## config.mk

```make
export PLATFORM = sky130hd
export DESIGN_NAME = act_tile_arbiter
export DESIGN_NICKNAME = d
export VERILOG_FILES = /design/src/rtl/act_tile_arbiter.sv
export SDC_FILE = /design/constraint.sdc
export NUM_CORES = 1
export LEC_CHECK = 0
export BUFFER_PORTS_ARGS = -buffer_cell sky130_fd_sc_hd__buf_2
export CORE_UTILIZATION = 30
export CTS_BUF_LIST = sky130_fd_sc_hd__clkbuf_4 sky130_fd_sc_hd__clkbuf_8 sky130_fd_sc_hd__clkbuf_16
export DETAILED_ROUTE_END_ITERATION = 10
export PLACE_DENSITY = 0.64
export SLEW_MARGIN = 20
export SYNTH_ARGS = -nofsm -noshare
export SYNTH_HDL_FRONTEND = slang
export SYNTH_SLANG_ARGS = --single-unit
```

## constraint.sdc

```tcl
create_clock -name clk -period 3.2 [get_ports clk]
set_input_delay 0.64 -clock clk [delete_from_list [all_inputs] [get_ports clk]]
set_output_delay 0.64 -clock clk [all_outputs]
set_load 0.01 [all_outputs]
```

## src/rtl/act_tile_arbiter.sv

```systemverilog
// Round-robin, per-tile arbiter that shares one Activation unit between N_CH
// accumulator channels and tags every returning result beat with its owning channel.
module act_tile_arbiter #(
  parameter int N_CH      = 4,
  parameter int DW        = 8,
  parameter int TAG_DEPTH = 4,
  parameter int IDW       = 2
) (
  input  logic                 clk,
  input  logic                 rst,
  input  logic [N_CH-1:0]      req_valid_i,
  input  logic [N_CH-1:0]      req_last_i,
  input  logic [N_CH*DW-1:0]   req_data_i,
  output logic [N_CH-1:0]      req_ready_o,
  output logic                 acc_valid_o,
  output logic                 acc_last_o,
  output logic [DW-1:0]        acc_result_o,
  input  logic                 act_valid_i,
  input  logic                 act_last_i,
  input  logic [DW-1:0]        act_result_i,
  output logic                 out_valid_o,
  output logic                 out_last_o,
  output logic [DW-1:0]        out_result_o,
  output logic [IDW-1:0]       out_id_o,
  output logic                 busy_o,
  output logic                 err_o
);

  localparam int PW = (TAG_DEPTH > 1) ? $clog2(TAG_DEPTH) : 1;
  localparam int CW = $clog2(TAG_DEPTH + 1);

  typedef enum logic [0:0] {
    S_IDLE  = 1'b0,
    S_GRANT = 1'b1
  } state_e;

  state_e          state_q, state_d;
  logic [IDW-1:0]  gnt_q, gnt_d;
  logic [IDW-1:0]  rr_q, rr_d;
  logic            acc_valid_q, acc_valid_d;
  logic            acc_last_q, acc_last_d;
  logic [DW-1:0]   acc_result_q, acc_result_d;
  logic            err_q, err_d;
  logic [IDW-1:0]  tag_q [TAG_DEPTH];
  logic [IDW-1:0]  tag_d [TAG_DEPTH];
  logic [PW-1:0]   wr_q, wr_d;
  logic [PW-1:0]   rd_q, rd_d;
  logic [CW-1:0]   cnt_q, cnt_d;

  logic [DW-1:0]   ch_data_s [N_CH];
  logic [N_CH-1:0] ready_s;
  logic [IDW-1:0]  pick_s;
  logic            any_req_s;
  logic            fifo_full_s;
  logic            fifo_empty_s;
  logic            push_s;
  logic            pop_s;
  logic            xfer_s;

  function automatic logic [IDW-1:0] ch_inc(input logic [IDW-1:0] c);
    return (c == IDW'(N_CH - 1)) ? '0 : c + IDW'(1);
  endfunction

  function automatic logic [PW-1:0] ptr_inc(input logic [PW-1:0] p);
    return (p == PW'(TAG_DEPTH - 1)) ? '0 : p + PW'(1);
  endfunction

  for (genvar c = 0; c < N_CH; c++) begin : g_slice
    assign ch_data_s[c] = req_data_i[c*DW +: DW];
  end

  assign any_req_s    = |req_valid_i;
  assign fifo_empty_s = (cnt_q == '0);
  assign fifo_full_s  = (cnt_q == CW'(TAG_DEPTH));

  // Round-robin search: first valid channel upward from rr_q+1, wrapping at N_CH.
  always_comb begin
    logic [IDW-1:0] c_v;
    logic           found_v;
    logic           hit_v;
    pick_s  = '0;
    found_v = 1'b0;
    c_v     = ch_inc(rr_q);
    for (int i = 0; i < N_CH; i++) begin
      hit_v   = req_valid_i[c_v] & ~found_v;
      pick_s  = hit_v ? c_v : pick_s;
      found_v = found_v | hit_v;
      c_v     = ch_inc(c_v);
    end
  end

  // FSM, Activation-side staging register and tile-id FIFO next state.
  always_comb begin
    state_d      = state_q;
    gnt_d        = gnt_q;
    rr_d         = rr_q;
    ready_s      = '0;
    push_s       = 1'b0;
    xfer_s       = 1'b0;
    tag_d        = tag_q;
    wr_d         = wr_q;
    rd_d         = rd_q;
    cnt_d        = cnt_q;

    case (state_q)
      S_IDLE: begin
        if (any_req_s && !fifo_full_s) begin
          push_s  = 1'b1;
          gnt_d   = pick_s;
          state_d = S_GRANT;
        end else begin
          state_d = S_IDLE;
        end
      end
      S_GRANT: begin
        ready_s[gnt_q] = 1'b1;
        xfer_s         = req_valid_i[gnt_q];
        if (xfer_s && req_last_i[gnt_q]) begin
          rr_d    = gnt_q;
          state_d = S_IDLE;
        end else begin
          state_d = S_GRANT;
        end
      end
      default: begin
        state_d = S_IDLE;
      end
    endcase

    acc_valid_d  = xfer_s;
    acc_last_d   = xfer_s ? req_last_i[gnt_q] : acc_last_q;
    acc_result_d = xfer_s ? ch_data_s[gnt_q]  : acc_result_q;

    // A beat arriving with no tile outstanding is flagged and never pops.
    pop_s = act_valid_i & act_last_i & ~fifo_empty_s;
    err_d = err_q | (act_valid_i & fifo_empty_s);

    if (push_s) begin
      tag_d[wr_q] = pick_s;
      wr_d        = ptr_inc(wr_q);
    end else begin
      wr_d = wr_q;
    end
    if (pop_s) begin
      rd_d = ptr_inc(rd_q);
    end else begin
      rd_d = rd_q;
    end
    case ({push_s, pop_s})
      2'b10:   cnt_d = cnt_q + CW'(1);
      2'b01:   cnt_d = cnt_q - CW'(1);
      default: cnt_d = cnt_q;
    endcase
  end

  // State and datapath registers; reset drops any partial tile immediately.
  always_ff @(posedge clk or negedge rst) begin
    if (!rst) begin
      state_q      <= S_IDLE;
      gnt_q        <= '0;
      rr_q         <= IDW'(N_CH - 1);
      acc_valid_q  <= 1'b0;
      acc_last_q   <= 1'b0;
      acc_result_q <= '0;
      err_q        <= 1'b0;
      wr_q         <= '0;
      rd_q         <= '0;
      cnt_q        <= '0;
      for (int i = 0; i < TAG_DEPTH; i++) begin
        tag_q[i] <= '0;
      end
    end else begin
      state_q      <= state_d;
      gnt_q        <= gnt_d;
      rr_q         <= rr_d;
      acc_valid_q  <= acc_valid_d;
      acc_last_q   <= acc_last_d;
      acc_result_q <= acc_result_d;
      err_q        <= err_d;
      wr_q         <= wr_d;
      rd_q         <= rd_d;
      cnt_q        <= cnt_d;
      tag_q        <= tag_d;
    end
  end

  assign req_ready_o  = ready_s;
  assign acc_valid_o  = acc_valid_q;
  assign acc_last_o   = acc_last_q;
  assign acc_result_o = acc_result_q;
  // Return path is combinational but held at zero while reset is asserted.
  assign out_valid_o  = rst & act_valid_i;
  assign out_last_o   = rst & act_last_i;
  assign out_result_o = rst ? act_result_i : '0;
  assign out_id_o     = fifo_empty_s ? '0 : tag_q[rd_q];
  assign busy_o       = (state_q == S_GRANT);
  assign err_o        = err_q;

endmodule

```

Word level (Yosys, flattened, before mapping)
Cells that the tools add are included.

cells by class
  add/subtract/negate cells = 8
  order comparisons = 10
  equal/unequal tests = 9
  mux-type cells = 42
  bitwise gates (word level) = 19
  reduce and logical (&&, ||, !) cells = 10

operators with widths
  operator                                                  number
  2-to-1 mux 2 bit                                          14
  2-to-1 mux 8 bit                                          3
  binary-select mux 8 bit (select 2 bit)                    1
  < comparator 2 x 3 -> 1 bit, second input constant        5
  == test 2 bit, second input constant                      7
  adder 2 x 1 -> 2 bit, second input constant               6
  binary-select mux 1 bit (select 2 bit)                    6
  2-to-1 mux 1 bit                                          11
  greater-or-equal comparator 3 bit, second input constant  3
  NOT 2 -> 3 bit                                            3
  bitwise AND 1 bit                                         8
  bitwise mux 8 bit                                         1
  one-hot mux 3 bit (2 select lines)                        1
  NOT 1 bit                                                 5
  binary-select mux 2 bit (select 2 bit)                    1
  demux 2 bit (select 2 bit)                                1
  logical AND 1 bit                                         4
  2-to-1 mux 4 bit                                          1
  AND reduction 2 bit                                       2
  OR reduction 4 bit                                        1
  adder 3 x 1 -> 3 bit, second input constant               1
  == test 3 bit, second input constant                      1
  zero test 3 bit                                           1
  < comparator 3 x 1 -> 1 bit, second input constant        1
  other kinds (8)                                           10

word-level totals
  register bits = 31
  input bits = 52
  output and inout bits = 28
  word-level logic and storage cells = 112

Longest topological paths before layout
  word-level depth = 15
  mapped depth = 9
  depth with buffers taken out = 9

Worst setup path before layout
OpenSTA, ideal clock, no wires.

  path type = input to register
  start point = input port req_valid_i[0]
  end point = register cnt_q[2]
  library setup time = 0.079 ns
  arrival time = 2.187 ns
  data required time = 3.121 ns
  path slack = 0.934 ns
  stages = 9
  path buffers = 0
  path through = nor4_1 a311oi_2 inv_1 ha_1 inv_1 fa_1 xor2_1 nor2_1 xor2_1

on the way
  word-level cells in the longest chain between the ends = 6
  elaborated cells on any way between the ends = 8
  classes of those cells = 2 x eq/ne; 3 x mux; 3 x reduce/logical

RTL lines
  item                                                                             RTL line  source
  start, declared                                                                  11        input logic [N_CH-1:0] req_valid_i,
  OR reduction 4 bit *                                                             72        assign any_req_s = |req_valid_i;
  logical AND 1 bit *                                                              107       if (any_req_s && !fifo_full_s) begin
  2-to-1 mux 1 bit *                                                               107
  2-to-1 mux 1 bit *                                                               105       case (state_q)
  == test 2 x 1 -> 1 bit / == test 2 bit (equally long branches)                   149       case ({push_s, pop_s})
  one-hot mux 3 bit (2 select lines) / nonzero test 2 bit (equally long branches)  --
  end signal, assigned                                                             182       cnt_q <= cnt_d;
  end, declared                                                                    48        logic [CW-1:0] cnt_q, cnt_d;

Mark *: on every way between the ends. The rest lies on a longest branch, timed or not.
A chain may end at the register's enable or synchronous reset.

Final worst setup path
  start point = register rr_q[0]
  end point = register gnt_q[0]

on the way
  word-level cells in the longest chain between the ends = 14
  elaborated cells on any way between the ends = 32
  classes of those cells = 4 x add/sub; 4 x eq/ne; 16 x mux; 8 x bitwise

RTL lines
  item                                                           RTL line  source
  start, declared                                                39        logic [IDW-1:0] rr_q, rr_d;
  start signal, assigned                                         161       rr_q <= IDW'(N_CH - 1);
  start signal, assigned                                         175       rr_q <= rr_d;
  adder 2 x 1 -> 2 bit / == test 2 bit (equally long branches)   61        return (c == IDW'(N_CH - 1)) ? '0 : c + IDW'(1);
  2-to-1 mux 2 bit *                                             61
  branches (longest 11 deep; another with adder 2 x 1 -> 2 bit)  --
  2-to-1 mux 2 bit *                                             86        pick_s = hit_v ? c_v : pick_s;
  end signal, assigned                                           174       gnt_q <= gnt_d;
  end, declared                                                  38        logic [IDW-1:0] gnt_q, gnt_d;

Mark *: on every way between the ends. The select of a mux whose other input is x is not followed.

==> results.txt <==
- Number of buffers inserted to repair setup after CTS: 0
- In the synthesized netlist the async set-or-reset flop fraction comes to 1.000.
- The number of antenna violations at the first check in global routing came to 0.
- Walking the worst path, the cells encountered are ha_1 > mux4_2 > a211o_1 > a221oi_2 > mux2_2.
- Largest driver fanout on the critical path: 13
- Die X: 83.38 µm
- Multi-input gate area: approximately 0.0011 mm²
- In this design, the largest share of critical-path delay is due to multiplexers.
- Most frequent cells after synthesis: sky130_fd_sc_hd__dfrtp_1, sky130_fd_sc_hd__nand2_1, sky130_fd_sc_hd__mux4_2
- The path class of the tightest hold or removal check is input pin to async pin.
* Worst-skew pair later-pin latency: ~280 ps
- Number of register bits inferred by synthesis: 31
- Total length of routed wires: ~4.4 mm
- sky130_fd_sc_hd__dfrtp_1 takes more of the synthesized area than any other cell.
- STA classifies the critical path endpoint as a flop.
- No sink is reached through more buffers than the 2 on the longest clock path.
* Register area share after synthesis: 0.3917
- Maximum cell stage delay along the critical path: 670 ps
- Cells after Synth: between 150 and 200
* Sinks on the clock net: 31
* Most common cell in the synthesized netlist: sky130_fd_sc_hd__dfrtp_1
- Summed over all cells, the static leakage comes to 1.220 nW.
* # fillers: between 600 and 700
* Layout cells sized above 1: 0.4861
- Synthesis produced a netlist with a net count of 230.
* Worst Path Class, Setup: flop to flop
* Avg Inst Size Synth: between 10 and 15 µm²
* Final sum of negative setup slack: 0 ps
- Unrepaired setup endpoints after global routing: false
* Ports: 80
- TritonCTS built the clock tree.
- Slew at the pin closest to its max-slew limit: ~750 ps
- Worst Skew: approximately 5.1 ps
* DRT antenna net count: 0
- Portion of the clock cycle consumed by the worst path in the final layout: 0.8088
- Clock-pin slew was measured on the worst setup and hold paths at about 60 ps.
* Yosys cell types: between 40 and 50
- Num rows: 29
- Dominant register cell in the synthesized netlist: sky130_fd_sc_hd__dfrtp_1
- The via count of the first global-routing pass was around 1.6k.
- The initial utilization of the core area, before any placement, comes to 0.3111.
- Clock tree root driver cell: sky130_fd_sc_hd__clkbuf_8
* Final-report setup violation count: 0
- Die Height: between 80 and 90 µm
* Total area of sequential cells: 778.2 µm²
- End-of-flow core utilization: 0.4001
- Number of gates given a new drive strength after cts: 0
- Dividing the detail-routed via count by the number of cells gives between 4 and 5.
- Power Density: around 990 mW/mm²
- Area growth from synthesis to layout: 28.59%
* Hold-fix buffers, CTS: 0
- Maximum VDD drop: about 0.00055 V
- The worst path in the final design needs a cycle of between 2000 and 3000 ps, including I/O delays and setup.
- Post-synthesis cell area: 0.001987 mm²
- Buffers inserted during clock tree synthesis total 5.
- Cell with the largest stage delay on the worst path: sky130_fd_sc_hd__dfstp_2
- The congestion estimate from routability-driven global placement came to roughly 0.85.
* YS warnings: 0
* Critical path data required time: about 3400 ps
* Placed wire-length estimate: between 3 and 4 mm
* DRC violations left: 0
- The routed layout has ~1.6k vias.
* Arr. time, crit path: approximately 2800 ps
* Core area: 0.006386 mm²
- Run status: complete, no violations
- Iteration count of the initial detailed-routing pass: 4
* Setup crit start kind: flop
- In this run, synthesis inferred 0 flip-flops with an integrated enable.
- Final hold violations: 0
- Residual overflow from global routing: 0
- 0 antenna diodes ended up in the layout.
* Worst relative slew slack: 0.5003
- The H-tree was split into 2 levels.
- Top cell type's share of synthesized area: 0.3652
* Synth area leaders: sky130_fd_sc_hd__dfrtp_1, sky130_fd_sc_hd__mux4_2, sky130_fd_sc_hd__mux2_2, sky130_fd_sc_hd__ha_1, sky130_fd_sc_hd__and2_1
- For this run, the total global-route usage over all layers was measured as 0.1298.
- The first global-routing pass estimated between 7 and 8 mm of wire.
- Iter 0 DRT Violations: between 70 and 80
* Count of final max-slew check failures: 0
* Buffers and inverters on the worst path: 0
- Buffers placed on the I/O ports in this run total 79.
* Area of the die: between 0.006 and 0.007 mm²
* Peak clock frequency supported by timing: ~390 MHz
* Net count of the finished layout: 310
- Dividing the detail-routed wire length by the instance count gives approximately 13 µm.
- Entering global routing, the biggest net connects 27 pins.
- Max-cap violations in this run came to 0.
==> worst reg2reg max path, stage by stage, from the launching register on <==
cell,delay (ps)
sky130_fd_sc_hd__dfstp_2,670
sky130_fd_sc_hd__ha_1,360
sky130_fd_sc_hd__mux4_2,610
sky130_fd_sc_hd__a211o_1,260
sky130_fd_sc_hd__a221oi_2,400
sky130_fd_sc_hd__mux2_2,230
==> layout by cell type, fill, tap and decap left out, types with 2 or more instances in the layout <==
cell type and count:
sky130_fd_sc_hd__mux2i_1 4, sky130_fd_sc_hd__or3_1 3, sky130_fd_sc_hd__dfrtp_1 29, sky130_fd_sc_hd__mux2_2 13
sky130_fd_sc_hd__a21oi_1 7, sky130_fd_sc_hd__a41oi_1 4, sky130_fd_sc_hd__dfstp_2 2, sky130_fd_sc_hd__mux2_1 4
sky130_fd_sc_hd__clkbuf_8 5, sky130_fd_sc_hd__mux4_2 14, sky130_fd_sc_hd__nand2_1 15, sky130_fd_sc_hd__buf_4 2
sky130_fd_sc_hd__buf_2 79, sky130_fd_sc_hd__o21ai_0 7, sky130_fd_sc_hd__nor2b_1 3, sky130_fd_sc_hd__clkbuf_4 3
sky130_fd_sc_hd__nand3_1 3, sky130_fd_sc_hd__nor3_1 2, sky130_fd_sc_hd__inv_1 8, sky130_fd_sc_hd__ha_1 7
sky130_fd_sc_hd__and2_1 10, sky130_fd_sc_hd__xor2_1 2, sky130_fd_sc_hd__nor2_1 5, sky130_fd_sc_hd__a21o_1 3
==> power by group <==
group / leakage, nW / internal (mW) / switching (mW)
sequential: 0.363 / 0.608 / 0.204
clock: 0.0498 / 0.180 / 0.133
combinational: 0.807 / 0.725 / 0.686
==> routing by layer <==
metal / global-route usage / up-vias / wire [µm]
met1: 0.1531 / 755 / 1958
met4: 0.05486 / 0 / 72
met3: 0.03976 / 6 / 241
met5: 0 / - / 0
met2: 0.2183 / 47 / 2138
li1: - / 789 / -
==> registers in the layout, indices dropped and copies added, names as in the netlist <==
signal and flops:
busy_o 1, gnt_q 2, rr_q 2, wr_q 2, tag_q 8, acc_last_o 1, acc_result_o 8, cnt_q 3
err_o 1, acc_valid_o 1, rd_q 2
==> cell type report <==
| cell class | count | share of cell area |
|---|---|---|
| Timing Repair Buffer | 81 | 0.1606 |
| Clock buffer | 8 | 0.03575 |
| Inverter | 8 | 0.01175 |
| Tap cell | 77 | 0.03771 |
| Sequential cell | 31 | 0.3046 |
| Multi-Input combinational cell | 123 | 0.4496 |
==> through the flow <==
stage	setup slack (ps)	total power, mW	hold slack, ps	instance area [µm²]	cells
detailed placement	230.3	2.229	445.3	2452	320
floorplan	933.5	1.863	344.4	1987	170
CTS	512.5	2.557	314.4	2544	328
global route	469.6	2.749	346.7	2555	328
global placement	335.4	2.194	436.1	2452	320
finish	611.9	2.535	307.2	2555	328
==> worst paths after layout <==
path	endpoint	start	cells after the start	slack [ps]
setup reg to reg	gnt_q[0]	rr_q[0]	5	610
hold / removal	acc_result_o[5]	rst	1	310
max in group asynchronous	tag_q[6]	rst	2	2300
min in group clk	err_o	err_o	1	450
setup / recovery	gnt_q[0]	rr_q[0]	5	610
hold reg to reg	err_o	err_o	1	450
==> cells by family after synthesis <==
group,count (synthesis),share of synthesized area
and+or+nand+nor,49,0.1297
DFF,31,0.3917
adders and majority gates,8,0.05415
buffers and inverters,16,0.03590
xor gates and xnor gates,3,0.01323
AOI/OAI and AO/OA,28,0.1001
muxes,35,0.2752
Note: power is estimated with default switching activity, not from simulation.
